File: src/rtl/rv32_pkg.sv
// Shared RV32 definitions: M-extension funct3 codes and the muldiv sequencer states.
package rv32_pkg;

   localparam int XLEN = 32;

   localparam logic [2:0] MULDIV_OP_MUL    = 3'b000;
   localparam logic [2:0] MULDIV_OP_MULH   = 3'b001;
   localparam logic [2:0] MULDIV_OP_MULHSU = 3'b010;
   localparam logic [2:0] MULDIV_OP_MULHU  = 3'b011;
   localparam logic [2:0] MULDIV_OP_DIV    = 3'b100;
   localparam logic [2:0] MULDIV_OP_DIVU   = 3'b101;
   localparam logic [2:0] MULDIV_OP_REM    = 3'b110;
   localparam logic [2:0] MULDIV_OP_REMU   = 3'b111;

   typedef enum logic [2:0] {
      MD_IDLE,
      MD_INIT,
      MD_ITER,
      MD_FIX,
      MD_DONE
   } muldiv_state_t;

endpackage

File: src/rtl/adder_subtractor.sv
// Shared W-bit adder/subtractor: Cin=0 adds, Cin=1 subtracts (A + ~B + 1).
// Cout is the carry out of a zero-extended W+1 bit sum; in subtract mode it
// is 1 when no borrow occurred.
module adder_subtractor
   import rv32_pkg::*;
#(
   parameter int W = XLEN
) (
   input  logic [W-1:0] A,
   input  logic [W-1:0] B,
   input  logic         Cin,
   output logic [W-1:0] S,
   output logic         Cout
);

   logic [W:0] sum;

   // Single carry chain; B is inverted and Cin injected for subtraction.
   always_comb begin
      sum = {1'b0, A} + {1'b0, (Cin ? ~B : B)} + {{W{1'b0}}, Cin};
   end

   assign S    = sum[W-1:0];
   assign Cout = sum[W];

endmodule

File: src/rtl/muldiv_seq.sv
// Iterative RV32M multiply/divide sequencer. One operation at a time,
// 32 shift-add (multiply) or restoring shift-subtract (divide) iterations
// through one shared adder_subtractor, fixed 34-cycle latency.
module muldiv_seq #(
   parameter int XLEN  = 32,
   parameter int CNT_W = 6
) (
   input  logic            clk,
   input  logic            rst,
   input  logic            start_i,
   input  logic [2:0]      op_i,
   input  logic [XLEN-1:0] rs1_i,
   input  logic [XLEN-1:0] rs2_i,
   input  logic            kill_i,
   output logic            busy_o,
   output logic            done_o,
   output logic [XLEN-1:0] result_o
);
   import rv32_pkg::*;

   localparam logic [CNT_W-1:0] CNT_LAST = CNT_W'(XLEN - 1);
   localparam logic [CNT_W-1:0] CNT_ONE  = CNT_W'(1);

   muldiv_state_t state_q, state_d;

   logic [2:0]        op_q;
   logic [XLEN-1:0]   rs1_q, rs2_q;
   logic [XLEN-1:0]   opb_q;
   logic [XLEN-1:0]   hi_q, lo_q;
   logic [CNT_W-1:0]  cnt_q;
   logic              neg1_q, neg2_q;

   logic              is_mul, sgn1, sgn2;
   logic [XLEN-1:0]   add_a, add_s;
   logic              add_cin, add_cout;
   logic [2*XLEN-1:0] prod;
   logic [XLEN-1:0]   quo, rem, fix_word;

   // Two's complement negation, kept off the shared adder.
   function automatic logic [XLEN-1:0] neg_w(input logic [XLEN-1:0] v);
      return '0 - v;
   endfunction

   function automatic logic [2*XLEN-1:0] neg_dw(input logic [2*XLEN-1:0] v);
      return '0 - v;
   endfunction

   // Magnitude of an operand that is treated as signed.
   function automatic logic [XLEN-1:0] mag(input logic [XLEN-1:0] v, input logic sgn);
      return (sgn && v[XLEN-1]) ? neg_w(v) : v;
   endfunction

   // Decode the latched funct3 into multiply/divide and operand signedness.
   always_comb begin
      is_mul = 1'b0;
      sgn1   = 1'b0;
      sgn2   = 1'b0;
      case (op_q)
         MULDIV_OP_MUL:    is_mul = 1'b1;
         MULDIV_OP_MULH:   begin is_mul = 1'b1; sgn1 = 1'b1; sgn2 = 1'b1; end
         MULDIV_OP_MULHSU: begin is_mul = 1'b1; sgn1 = 1'b1; end
         MULDIV_OP_MULHU:  is_mul = 1'b1;
         MULDIV_OP_DIV,
         MULDIV_OP_REM:    begin sgn1 = 1'b1; sgn2 = 1'b1; end
         MULDIV_OP_DIVU,
         MULDIV_OP_REMU:   ;
         default:          ;
      endcase
   end

   // Multiply adds mcand to hi; divide subtracts divisor from the shifted remainder.
   always_comb begin
      add_a   = is_mul ? hi_q : {hi_q[XLEN-2:0], lo_q[XLEN-1]};
      add_cin = ~is_mul;
   end

   adder_subtractor #(.W(XLEN)) u_addsub (
      .A    (add_a),
      .B    (opb_q),
      .Cin  (add_cin),
      .S    (add_s),
      .Cout (add_cout)
   );

   // Sign fix-up, divide-by-zero override and result word selection.
   always_comb begin
      prod = {hi_q, lo_q};
      if (neg1_q ^ neg2_q) prod = neg_dw({hi_q, lo_q});
      quo = (neg1_q ^ neg2_q) ? neg_w(lo_q) : lo_q;
      rem = neg1_q ? neg_w(hi_q) : hi_q;
      if (rs2_q == '0) begin
         quo = '1;
         rem = rs1_q;
      end
      fix_word = '0;
      case (op_q)
         MULDIV_OP_MUL:    fix_word = prod[XLEN-1:0];
         MULDIV_OP_MULH,
         MULDIV_OP_MULHSU,
         MULDIV_OP_MULHU:  fix_word = prod[2*XLEN-1:XLEN];
         MULDIV_OP_DIV,
         MULDIV_OP_DIVU:   fix_word = quo;
         MULDIV_OP_REM,
         MULDIV_OP_REMU:   fix_word = rem;
         default:          fix_word = '0;
      endcase
   end

   // Next-state logic; a flush returns any active state to IDLE.
   always_comb begin
      state_d = state_q;
      case (state_q)
         MD_IDLE: if (start_i && !kill_i) state_d = MD_INIT;
         MD_INIT: state_d = MD_ITER;
         MD_ITER: if (cnt_q == CNT_LAST) state_d = MD_FIX;
         MD_FIX:  state_d = MD_DONE;
         MD_DONE: state_d = MD_IDLE;
         default: state_d = MD_IDLE;
      endcase
      if (kill_i && state_q != MD_IDLE) state_d = MD_IDLE;
   end

   // State register and registered outputs, all derived from the next state.
   always_ff @(posedge clk) begin
      if (rst) begin
         state_q  <= MD_IDLE;
         busy_o   <= 1'b0;
         done_o   <= 1'b0;
         result_o <= '0;
      end else begin
         state_q <= state_d;
         busy_o  <= (state_d != MD_IDLE);
         done_o  <= (state_d == MD_DONE);
         if (state_q == MD_FIX && state_d == MD_DONE) result_o <= fix_word;
      end
   end

   // Operand latch, sign recording and the 32-step iteration datapath.
   always_ff @(posedge clk) begin
      case (state_q)
         MD_IDLE: begin
            if (start_i) begin
               op_q  <= op_i;
               rs1_q <= rs1_i;
               rs2_q <= rs2_i;
            end
         end
         MD_INIT: begin
            neg1_q <= sgn1 & rs1_q[XLEN-1];
            neg2_q <= sgn2 & rs2_q[XLEN-1];
            hi_q   <= '0;
            cnt_q  <= '0;
            if (is_mul) begin
               opb_q <= mag(rs1_q, sgn1);
               lo_q  <= mag(rs2_q, sgn2);
            end else begin
               opb_q <= mag(rs2_q, sgn2);
               lo_q  <= mag(rs1_q, sgn1);
            end
         end
         MD_ITER: begin
            cnt_q <= cnt_q + CNT_ONE;
            if (is_mul) begin
               if (lo_q[0]) {hi_q, lo_q} <= {add_cout, add_s, lo_q[XLEN-1:1]};
               else         {hi_q, lo_q} <= {1'b0, hi_q, lo_q[XLEN-1:1]};
            end else begin
               // A remainder bit shifted out of hi guarantees the subtraction fits.
               if (add_cout || hi_q[XLEN-1]) begin
                  hi_q <= add_s;
                  lo_q <= {lo_q[XLEN-2:0], 1'b1};
               end else begin
                  hi_q <= add_a;
                  lo_q <= {lo_q[XLEN-2:0], 1'b0};
               end
            end
         end
         default: ;
      endcase
   end

endmodule

File: config.mk
export PLATFORM = sky130hd
export DESIGN_NAME = muldiv_seq
export DESIGN_NICKNAME = d
export VERILOG_FILES = /design/src/rtl/rv32_pkg.sv /design/src/rtl/adder_subtractor.sv /design/src/rtl/muldiv_seq.sv
export SDC_FILE = /design/constraint.sdc
export NUM_CORES = 1
export LEC_CHECK = 0
export CAP_MARGIN = 20
export CORE_ASPECT_RATIO = 0.9
export CORE_MARGIN = 8
export CORE_UTILIZATION = 50
export DETAILED_ROUTE_END_ITERATION = 8
export PLACE_DENSITY = 0.73
export SLEW_MARGIN = 15
export SYNTH_ARGS = -nofsm -noshare
export SYNTH_HDL_FRONTEND = slang
export SYNTH_SLANG_ARGS = --single-unit
File: constraint.sdc
create_clock -name clk -period 6 [get_ports clk]
set_clock_uncertainty 0.1 [all_clocks]
set_input_delay 1.2 -clock clk [delete_from_list [all_inputs] [get_ports clk]]
set_output_delay 1.2 -clock clk [all_outputs]
set_load 0.02 [all_outputs]
; ---- After elaboration in Yosys (flattened, before gate mapping)
; Index checks and enable logic that the tools add are counted.
[word_totals]
register_bits = 208
in_bits = 71
output_inout_bits = 34
[op_classes]
n_addsub = 8
n_eq_ne = 12
muxes = 28
n_bitwise = 5
reduce_logical = 20
[op_table]
columns = op, n
row1 = $mux 32, 15
row2 = $pmux 32 s2, 2
row3 = $pmux 32 s4, 1
row4 = $sub 1x32->32 const A, 4
row5 = $mux 64, 1
row6 = $sub 1x64->64 const A, 1
row7 = $add 32x32->33, 1
row8 = $add 33x1->33, 1
row9 = $logic_not 32->1, 1
row10 = $not 32->32, 1
row11 = $eq 3x3->1 const B, 5
row12 = $eq 3x2->1 const B, 4
row13 = $pmux 3 s4, 1
row14 = $pmux 6 s2, 1
row15 = $mux 3, 3
row16 = $reduce_or 4->1, 2
row17 = $add 6x1->6 const B, 1
row18 = $eq 3x1->1 const B, 2
row19 = $eq 6x5->1 const B, 1
row20 = $logic_not 3->1, 2
row21 = $reduce_bool 3->1, 2
row22 = $reduce_or 3->1, 2
row23 = $logic_and 1x1->1, 5
row24 = $mux 1, 4
row25 = 8 further kinds, 10

; ---- Longest topological paths before layout
; Gate-level depths: netlist of the first run.
[logic_depth]
ltp_word = 10
depth_mapped = 18
depth_no_buf = 13

; ---- By module
; From an unflattened synthesis of the first run, not the netlist that was laid out.
[hier_totals]
hier_cells = 1668
area_unflattened_um2 = 15787.6
[by_module_without_submodules]
columns = mod, instances, cells_each, area_per_inst_um2, seq_area_each_um2
row1 = muldiv_seq, 1, 1388, 13736.9, 5875.6
row2 = adder_subtractor, 1, 280, 2050.7, 0.0

; ---- Worst setup path before layout of the first run
; OpenSTA, ideal clock, no wires.
[synth_path]
path_type = input-to-reg
start = input port start_i
end = register op_q[0], enable pin
setup_time_ps = 575
arrival_ps = 5812
required_ps = 5325
setup_slack_ps = -486
cell_stages = 2
path_cell_list = nand2b_1 > nor3_1
[synth_via]
elab_chain_cells = 1
[synth_rtl]
columns = element, line
row1 = start: declaration, muldiv_seq.sv:10  ; input logic start_i,
row2 = $reduce_and 2->1 (no source line), n/a
row3 = end signal: assignment, muldiv_seq.sv:143  ; op_q <= op_i;
row4 = end: declaration, muldiv_seq.sv:26  ; logic [2:0] op_q;
; No other way between the ends.
; A chain may end at the register's enable or synchronous reset.

; ---- Worst setup path after layout of the first run
[layout_path]
start = register op_q[2]
end = register hi_q[30] (data pin)
[layout_via]
elab_chain_cells = 10
elab_cells_between_ends = 16
[layout_rtl]
columns = element, line
row1 = $eq 3x1->1 (tied with other cells), muldiv_seq.sv:58  ; case (op_q)
row2 = $reduce_or 4->1 (no source line) *, n/a
row3 = $mux 1 *, muldiv_seq.sv:58
row4 = "$mux 32, on equally long branches", "muldiv_seq.sv:73, adder_subtractor.sv:20"
row5 = $add 32x32->33, adder_subtractor.sv:20  ; sum = {1'b0, A} + {1'b0, (Cin ? ~B : B)} + {{W{1'b0}}, Cin};
row6 = $add 33x1->33, adder_subtractor.sv:20
row7 = $logic_or 1x1->1, muldiv_seq.sv:168  ; if (add_cout || hi_q[XLEN-1]) begin
row8 = $mux 32, muldiv_seq.sv:168
row9 = $mux 32 *, muldiv_seq.sv:163  ; if (is_mul) begin
row10 = $pmux 32 s2 *, muldiv_seq.sv:140  ; case (state_q)
row11 = end signal: assignment, muldiv_seq.sv:164  ; if (lo_q[0]) {hi_q, lo_q} <= {add_cout, add_s, lo_q[XLEN-1:1]};
row12 = end signal: assignment, muldiv_seq.sv:165  ; else {hi_q, lo_q} <= {1'b0, hi_q, lo_q[XLEN-1:1]};
row13 = end signal: assignment, muldiv_seq.sv:169  ; hi_q <= add_s;
row14 = end: declaration, muldiv_seq.sv:29  ; logic [XLEN-1:0] hi_q, lo_q;
; Every way passes the cells marked *; elsewhere a longest branch is shown, timed or not.

==> out/qor.yml, run 1 <==
outcome:
  status: "completed"
pwr:
  powerDensity_nw_per_um2: 238
  peakVddDrop_uv: 197
  power_leakage_nw: 6.34
cts:
  ctsHoldBuffers: 0
  cts_tree: "done"
  cts_max_path_buffers: 3
  clk_latency_ps: 550
  path_clk_slew_ps: 60
  cts_sinks: 208
  root_buffer: "clkbuf_16"
  htree_num_levels: 1
  cts_made_buffers: 23
  ctsResizeCount: 0
  postCtsSetupBuffers: 0
setup_path:
  r2r_slack_ps: 1130
  r2r_cells: 13
  endpoint: "hi_q[30]$_SDFFCE_PN0P_"
  r2r-end: "hi_q[30]$_SDFFCE_PN0P_"
  crit_path_start_kind: "register"
  cp_data_arrival_time_ps: 5080
  setup.worst_path.class: "register to register"
  crit-reg2reg-launch: "op_q[2]$_DFFE_PP_"
  end_kind: "register"
  crit_required_ps: 6210
  crit_fanout: 52
  critPathLaunch: "op_q[2]$_DFFE_PP_"
synth:
  synth.area.top_cells: "edfxtp_1 32%, xor2_1 6.8%, xnor2_1 5.1%"
  synth.area.mux_share: 0.0939
  yosysWarnings: 0
  syn-cell-area_um2: 15900
  synth_top_family_by_area: "compound AO/OA/AOI/OAI gates"
  syn_area_per_cell_um2: 9.33
  synth_top_area_share: 0.324
  synth_async_sr_flop_share: 0
  synthXorXnorAreaFrac: 0.120
  syn_inst: 1700
  ys_ff_latch: 208
  syn_nets: 1808
  synth_edf_count: 171
  yosys.area.top_type: "edfxtp_1"
  synthSimpleGateAreaFrac: 0.159
  yosysSeqAreaShare: 0.370
  synth_cell_types: 87
  yosysMostFrequentCell: "nor2_1"
  synthFlopType: "edfxtp_1"
  synth-adder-area-share: 0.0297
  synth_commonest_cells: "173 x nor2_1, 171 x edfxtp_1, 140 x a21oi_1"
  synth_compound_gate_area_share: 0.188
grt:
  grt-ovfl-total: 0
  antenna_found_initial: 1
  grt_start_max_net_pins: 71
  gr-usage-all-layers: 0.281
  first_global_vias: 13400
  grt_first_pass_wirelength_mm: 82.0
sta:
  tightest_slew_ps: 1190
  worst_slack_ps: 1130
  final_max_slew_viol_count: 0
  hold_violations: 0
  tns_ps: 0
  rsz0062_at_grt: "no"
  layout_min_cycle_time_ps: 4870
  finalSetupViolations: 0
  timing.slew.headroom: 0.205
  fmax_ghz: 0.205
  finalCritPeriodShare: 0.811
placement:
  place.gp.congestion: 1.01
  place_hpwl_mm: 41.6
  dp.cells: 2112
  io_buffers: 104
  place_worst_setup_slack_ps: 1250
detailed_routing:
  vias_per_cell: 6.59
  drtPass1Iterations: 6
  drtAntennaViolNets: 0
  via_count: 14200
  drtIter0Drc: 1760
  wire_per_inst_um: 25.4
  post-route-drc-count: 0
  drt_wl_total_mm: 54.6
floorplan:
  row_count: 62
  io_pins: 105
  chipWidth_um: 204
  core_um2: 31600
  initial_utilization: 0.502
  fp.dieH_um: 185
  die-area_um2: 37700
layout:
  syn_to_final_growth_pct: 12.7
  regArea_um2: 5880
  final_cells: 2153
  n_antenna_cell: 0
  num-fill-cells: 2765
  final_layout_size_suffix_gt1_frac: 0.101
  multi_input_area_um2: 9390
  final_nets: 1829
run:
  max_cap_viol_count: 0
hold_path:
  hold_depth: 2
  min_from: "result_o[8]$_SDFFE_PP0P_"
  hold_class: "register to register"
[metal layers]
| layer | share of wire | wire length, um | vias to the layer above | GRT usage |
|---|---|---|---|---|
| li1 | - | - | 6362 | - |
| met1 | 0.41 | 22400 | 6776 | 0.387 |
| met2 | 0.43 | 23200 | 931 | 0.423 |
| met3 | 0.13 | 7040 | 127 | 0.0773 |
| met4 | 0.036 | 1950 | 2 | 0.0933 |
| met5 | 0.00024 | 13 | - | 0 |
[placed cells by master, fill, tap and decap left out, types with 15 or more instances in the layout]
cell	Yosys	routed
a211oi_1	49	49
a21o_1	18	18
a21oi_1	140	140
buf_4	0	23
clkbuf_16	0	23
clkdlybuf4s50_1	0	104
dfxtp_1	37	37
edfxtp_1	171	171
ha_1	36	36
inv_1	30	29
mux2_2	46	46
mux2i_1	31	31
mux4_2	27	27
nand2_1	114	113
nand3_1	16	16
nand4_1	15	15
nor2_1	173	172
nor2b_1	17	17
nor3_1	42	41
nor4_1	21	21
o21ai_0	106	105
o31ai_1	24	24
or3_1	19	19
or4_1	22	22
xnor2_1	93	93
xor2_1	124	123
[flip-flops by register name, summed over array words and instances, names as in the netlist, 3 cells and up]
name	cells
state_q	3
cnt_q	6
opb_q	32
op_q	3
hi_q	32
rs1_q	32
lo_q	32
rs2_q	32
result_o	32
[worst max-delay path, cell delays in order, from the launching register on]
cell       delay (ps)
edfxtp_1          420
buf_4             610
nand2_1           100
a21boi_0          190
fa_1              480
nand2b_1          180
a21o_1            180
a31oi_1           340
a211o_1           300
a31o_2            220
or2_2             770
or3_1             210
o21ai_0            80
a2111oi_0         440
[metrics by stage]
step	hold slack (ps)	total power [mW]	instance area (um^2)	utilization
floorplan	364	2.48	15900	-
global placement	331	2.79	17100	0.542
detailed placement	340	2.81	17100	0.542
CTS	350	4.24	17900	0.566
global route	381	4.40	17900	0.566
finish	347	4.26	17900	0.566
[kinds of logic after synthesis]
group,Yosys count
compound gates,466
xor+xnor,217
simple gates,504
mux,106
fa+ha+maj,37
buf+inv,162
flops,208
[cell type report]
cell class | instances | area share
clock inverter | 14 | 0.00882
tap | 416 | 0.0291
sequential | 208 | 0.329
inverter | 31 | 0.00651
multi-input combinational | 1330 | 0.526
timing repair buffer | 127 | 0.0679
clock buffer | 27 | 0.0331
[power by group]
part	total (mW)	internal [mW]	switching, mW
registers	1.77	1.65	0.112
logic	1.05	0.427	0.625
clock network	1.44	0.836	0.600
[worst min path at each step]
stage	to	slack, ps
2_1_floorplan	state_q[1]$_SDFF_PP0_	360
3_3_place_gp	result_o[31]$_SDFFE_PP0P_	330
3_5_place_dp	result_o[31]$_SDFFE_PP0P_	340
4_1_cts	result_o[31]$_SDFFE_PP0P_	350
5_1_grt	result_o[31]$_SDFFE_PP0P_	380
6_report	result_o[8]$_SDFFE_PP0P_	350
No activity file was read; power rests on OpenSTA's default activity.
==> inputs of run 2 (changes only) <==
Settings changed: PLACE_DENSITY 0.73 to 0.7.
Clock period 6 ns to 4.7 ns, I/O delays scaled along.
==> run 2 against run 1 <==
Net effect:
- register-to-register slack worse by 640 ps
- cell area is 1.3% higher
- count of clock-buffer cells in the layout is 6 higher
- critical path type unchanged
- sequential power is 27% higher
- hold slack worse by 3.9 ps
- power is 28% higher
- die area stayed put
- fmax is 16% higher
- via count is 0.45% lower
- flip-flop and latch count stayed put
- largest cell class unchanged
==> out/qor.yml, run 2 (synthesized netlist as in run 1, its figures left out) <==
outcome:
  status: "completed"
detailed_routing:
  drtPass1Iterations: 8
  wire_per_inst_um: 25.6
  drt_wl_total_mm: 55.8
  drtAntennaViolNets: 0
  via_count: 14100
  dr_wl_met2_mm: 23.9
  wl_met3_mm: 6.25
  routed.top_layer: "met5"
  wirelength_met1_mm: 23.6
  post-route-drc-count: 0
  drtIter0Drc: 1807
  vias_per_cell: 6.48
floorplan:
  fp.dieH_um: 185
  core_um2: 31600
  die-area_um2: 37700
  initial_utilization: 0.502
  chipWidth_um: 204
  row_count: 62
  io_pins: 105
setup_path:
  cp_slowest_stage_delay_ps: 430
  cp_cell_sequence: "buf_12, and3b_1, or2_2, fa_1, nand2b_1, a21o_1, a31oi_1, a211o_1, a31o_2, or2_2, buf_4, mux2i_1, a221oi_1"
  crit_fanout: 79
  slowest_stage: "edfxtp_1"
  cp_data_arrival_time_ps: 4470
  setup.worst_path.class: "register to register"
  crit-reg2reg-launch: "op_q[2]$_DFFE_PP_"
  crit_path_start_kind: "register"
  end_kind: "register"
  r2r_cells: 13
  critPathMostFrequentCell: "or2_2"
  crit_required_ps: 4970
  r2r_slack_ps: 500
  r2r-end: "hi_q[19]$_SDFFCE_PN0P_"
placement:
  dpl-instance-area_um2: 17300
  io_buffers: 104
  place.gp.congestion: 1.02
  place_hpwl_mm: 42.6
  dp.cells: 2140
hold_path:
  min_from: "result_o[31]$_SDFFE_PP0P_"
  hold_class: "register to register"
  hold_depth: 2
  worstHoldEndpoint: "result_o[31]$_SDFFE_PP0P_"
layout:
  layout_commonest_cell: "nor2_1"
  num-fill-cells: 2800
  regArea_um2: 5880
  syn_to_final_growth_pct: 14.1
  fin_area_um2: 18100
  n_antenna_cell: 0
  final_layout_size_suffix_gt1_frac: 0.116
  multi_input_area_um2: 9390
  final_nets: 1857
  final_cell_mix: "172 x nor2_1, 171 x edfxtp_1, 140 x a21oi_1"
  final_cells: 2182
pwr:
  powerDensity_nw_per_um2: 300
  peakVddDrop_uv: 278
  power_leakage_nw: 6.48
sta:
  fmax_ghz: 0.238
  final_max_slew_viol_count: 0
  finalCritPeriodShare: 0.894
  layout_min_cycle_time_ps: 4200
  tns_ps: 0
  hold_violations: 0
  timing.slew.headroom: 0.248
  tightest_slew_ps: 1130
  rsz0062_at_grt: "no"
  finalSetupViolations: 0
cts:
  root_buffer: "clkbuf_16"
  postCtsSetupBuffers: 0
  ctsResizeCount: 0
  cts_made_buffers: 23
  clk_latency_ps: 550
  cts_sinks: 208
  cts_max_path_buffers: 3
  htree_num_levels: 1
  cts_tree: "done"
  ctsHoldBuffers: 0
  path_clk_slew_ps: 60
grt:
  gr-usage-all-layers: 0.291
  grt-ovfl-total: 0
  grt_first_pass_wirelength_mm: 84.0
  first_global_vias: 13500
  grt_start_max_net_pins: 80
  antenna_found_initial: 1
run:
  max_cap_viol_count: 0
[run 2: per-layer routing]
| metal | GRT usage | vias up |
|---|---|---|
| met3 | 0.0853 | 130 |
| met2 | 0.434 | 816 |
| li1 | - | 6411 |
| met1 | 0.398 | 6775 |
| met4 | 0.104 | 2 |
| met5 | 0 | - |
[run 2: critical path: cells and delay by family, from the launching register on]
kind	cells	cell delay (ps)
fa+ha+maj	1	410
compound gates	5	1330
mux	1	110
buf+inv	2	550
flops	1	430
simple gates	4	1050
[run 2: how the worst max path moves through the flow]
stage | slack [ps] | endpoint | start
after floorplan | 100 | lo_q[0]$_DFFE_PP_ | op_q[2]$_DFFE_PP_
after global placement | 660 | hi_q[19]$_SDFFCE_PN0P_ | op_q[2]$_DFFE_PP_
after detailed placement | 570 | hi_q[25]$_SDFFCE_PN0P_ | op_q[2]$_DFFE_PP_
after CTS | 560 | hi_q[25]$_SDFFCE_PN0P_ | op_q[2]$_DFFE_PP_
after global routing | 240 | hi_q[25]$_SDFFCE_PN0P_ | op_q[2]$_DFFE_PP_
final | 500 | hi_q[19]$_SDFFCE_PN0P_ | op_q[2]$_DFFE_PP_
[run 2: final cells by class]
type / count / share of cell area
Clock buffer: 33 / 0.0355
Clock inverter: 9 / 0.00608
Inverter: 31 / 0.00643
Multi-Input combinational cell: 1330 / 0.519
Sequential cell: 208 / 0.325
Tap cell: 416 / 0.0288
Timing Repair Buffer: 155 / 0.0794
[run 2: stage by stage]
| stage | hold slack (ps) | total power [mW] | setup slack (ps) | utilization |
|---|---|---|---|---|
| after CTS | 345 | 5.43 | 562 | 0.573 |
| final | 343 | 5.44 | 497 | 0.573 |
| after detailed placement | 336 | 3.61 | 565 | 0.549 |
| after global placement | 336 | 3.59 | 664 | 0.549 |
| after floorplan | 364 | 3.17 | 95.1 | - |
| after global routing | 377 | 5.65 | 238 | 0.573 |
[run 2: power by group]
part | total (mW) | internal (mW) | switching [mW]
Sequential | 2.24 | 2.11 | 0.133
Combinational | 1.37 | 0.559 | 0.810
Clock | 1.82 | 1.07 | 0.758
Total | 5.44 | 3.74 | 1.70
==> inputs of run 3 (changes only) <==
Settings changed: DONT_BUFFER_PORTS set to 1, PLACE_DENSITY 0.7 to 0.66, SLEW_MARGIN 15 to unset.
==> run 3 against run 2 <==
Net effect:
- worst setup slack got worse by 160 ps
- sequential share of layout area rose by 1.9 points
- via count fell by 3.1%
- first-iteration DRC count fell by 1.5%
- clock power rose by 2%
- register-to-register slack got worse by 160 ps
- wire length fell by 3.5%
- cell area fell by 5.6%
- power fell by 0.72%
- non-clock buffer count fell by 109
- sequential power barely moved
==> out/qor.yml, run 3 (synthesized netlist as in run 1, its figures left out) <==
sta:
  finalSetupViolations: 0
  layout_min_cycle_time_ps: 4360
  tightest_slew_ps: 993
  timing.slew.headroom: 0.338
  fin_hold_ws_ps: 353
  finalCritPeriodShare: 0.928
  final_max_slew_viol_count: 0
  hold_violations: 0
  fmax_ghz: 0.229
  tns_ps: 0
  rsz0062_at_grt: "no"
detailed_routing:
  drt_wl_total_mm: 53.9
  drtIter0Drc: 1780
  vias_per_cell: 6.61
  post-route-drc-count: 0
  drtAntennaViolNets: 0
  wire_per_inst_um: 26.0
  via_count: 13700
  drtPass1Iterations: 9
setup_path:
  cp_cell_sequence: "buf_12, buf_12, mux2_2, ha_1, a21oi_1, o221ai_1, nor2b_1, a211o_1, a31o_2, or2_2, buf_12, mux4_2"
  end_kind: "register"
  crit_family: "compound AO/OA/AOI/OAI gates"
  cp_slowest_stage_delay_ps: 470
  critPathMostFrequentCell: "buf_12"
  cp_data_arrival_time_ps: 4560
  crit_required_ps: 4900
  setup.worst_path.class: "register to register"
  worst-path-buf-inv: 3
  crit_path_start_kind: "register"
  crit_fanout: 51
  slowest_stage: "mux4_2"
grt:
  antenna_found_initial: 0
  gr-usage-all-layers: 0.280
  grt_start_max_net_pins: 71
  first_global_vias: 12900
  grt_first_pass_wirelength_mm: 80.6
  grt-ovfl-total: 0
cts:
  cts_sinks: 208
  cts_tree: "done"
  cts_max_path_buffers: 3
  root_buffer: "clkbuf_16"
  ctsHoldBuffers: 0
  cts_made_buffers: 23
  ctsResizeCount: 0
  clk_latency_ps: 560
  htree_num_levels: 1
  path_clk_slew_ps: 60
  postCtsSetupBuffers: 0
placement:
  place.gp.congestion: 1.02
  place_hpwl_mm: 41.6
  io_buffers: 0
floorplan:
  chipWidth_um: 204
  io_pins: 105
  row_count: 62
  fp.dieH_um: 185
  core_um2: 31600
  initial_utilization: 0.502
  die-area_um2: 37700
run:
  max_cap_viol_count: 0
pwr:
  p_clk_frac: 0.345
  power_switching_share: 0.309
  power_leakage_nw: 6.10
  combPwrFrac: 0.240
  peakVddDrop_uv: 327
  powerDensity_nw_per_um2: 316
  p_int_mw: 3.73
  p_sw_mw: 1.67
  pwr-share-seq: 0.415
outcome:
  status: "completed"
layout:
  layout_commonest_cell: "nor2_1"
  final_layout_size_suffix_gt1_frac: 0.123
  final_nets: 1748
  post-route-util: 0.541
  syn_to_final_growth_pct: 7.71
  num-fill-cells: 2789
  final_cell_mix: "172 x nor2_1, 171 x edfxtp_1, 140 x a21oi_1"
hold_path:
  hold_class: "input pin to register"
==> run 3: cell types whose count changed in the layout (fill, tap and decap cells not counted), sizes merged <==
cell and delta:
bufinv +1, clkinv -2, diode +2, clkdlybuf4s50 -104
clkbuf -2, buf -5, inv +1
==> run 3: worst paths after layout <==
| kind | depth (start not counted) | startpoint | slack, ps | end |
|---|---|---|---|---|
| worst max register to register | 12 | op_q[2]$_DFFE_PP_ | 340 | lo_q[0]$_DFFE_PP_ |
| worst min register to register | 1 | state_q[2]$_SDFF_PP0_ | 450 | state_q[1]$_SDFF_PP0_ |
| worst max-delay path | 12 | op_q[2]$_DFFE_PP_ | 340 | lo_q[0]$_DFFE_PP_ |
| worst min-delay path | 1 | rst | 350 | result_o[9]$_SDFFE_PP0P_ |
==> run 3: final cells by class <==
class,instances,area [um^2],area share
sequential,208,5880,0.344
tap,416,520,0.0305
clock buffer,31,633,0.0371
timing repair buffer,46,395,0.0231
clock inverter,9,136,0.00798
antenna,2,5.00,0.000293
multi-input combinational,1330,9400,0.550
inverter,31,116,0.00681
==> run 3: per-stage QoR <==
stage	power, mW	area, um^2	setup WS, ps	instances
global placement	3.52	16300	477	2031
finish	5.40	17100	339	2073
floorplan	3.17	15900	95.1	1700
CTS	5.40	17100	388	2071
global route	5.61	17100	74.8	2071
detailed placement	3.54	16300	405	2031
==> run 3: routing by layer <==
metal  track usage  share of wire  vias up
met1         0.393           0.41     6479
li1              -              -     6200
met5             0              0        -
met2         0.407           0.41      854
met4         0.108          0.043        0
met3        0.0747           0.13      161
==> run 3: power groups by stage <==
stage	Sequential (mW)	Combinational [mW]	Clock, mW
finish	2.24	1.30	1.86
global route	2.25	1.40	1.96
CTS	2.23	1.27	1.89
detailed placement	2.27	1.26	0
global placement	2.27	1.25	0
floorplan	2.21	0.963	0
==> run 3: worst register-to-register path, stage by stage, from the launching register on <==
cell and delay [ps]:
edfxtp_1 400, buf_12 190, buf_12 290, mux2_2 390, ha_1 360, a21oi_1 220, o221ai_1 190, nor2b_1 180
a211o_1 350, a31o_2 260, or2_2 460, buf_12 240, mux4_2 480
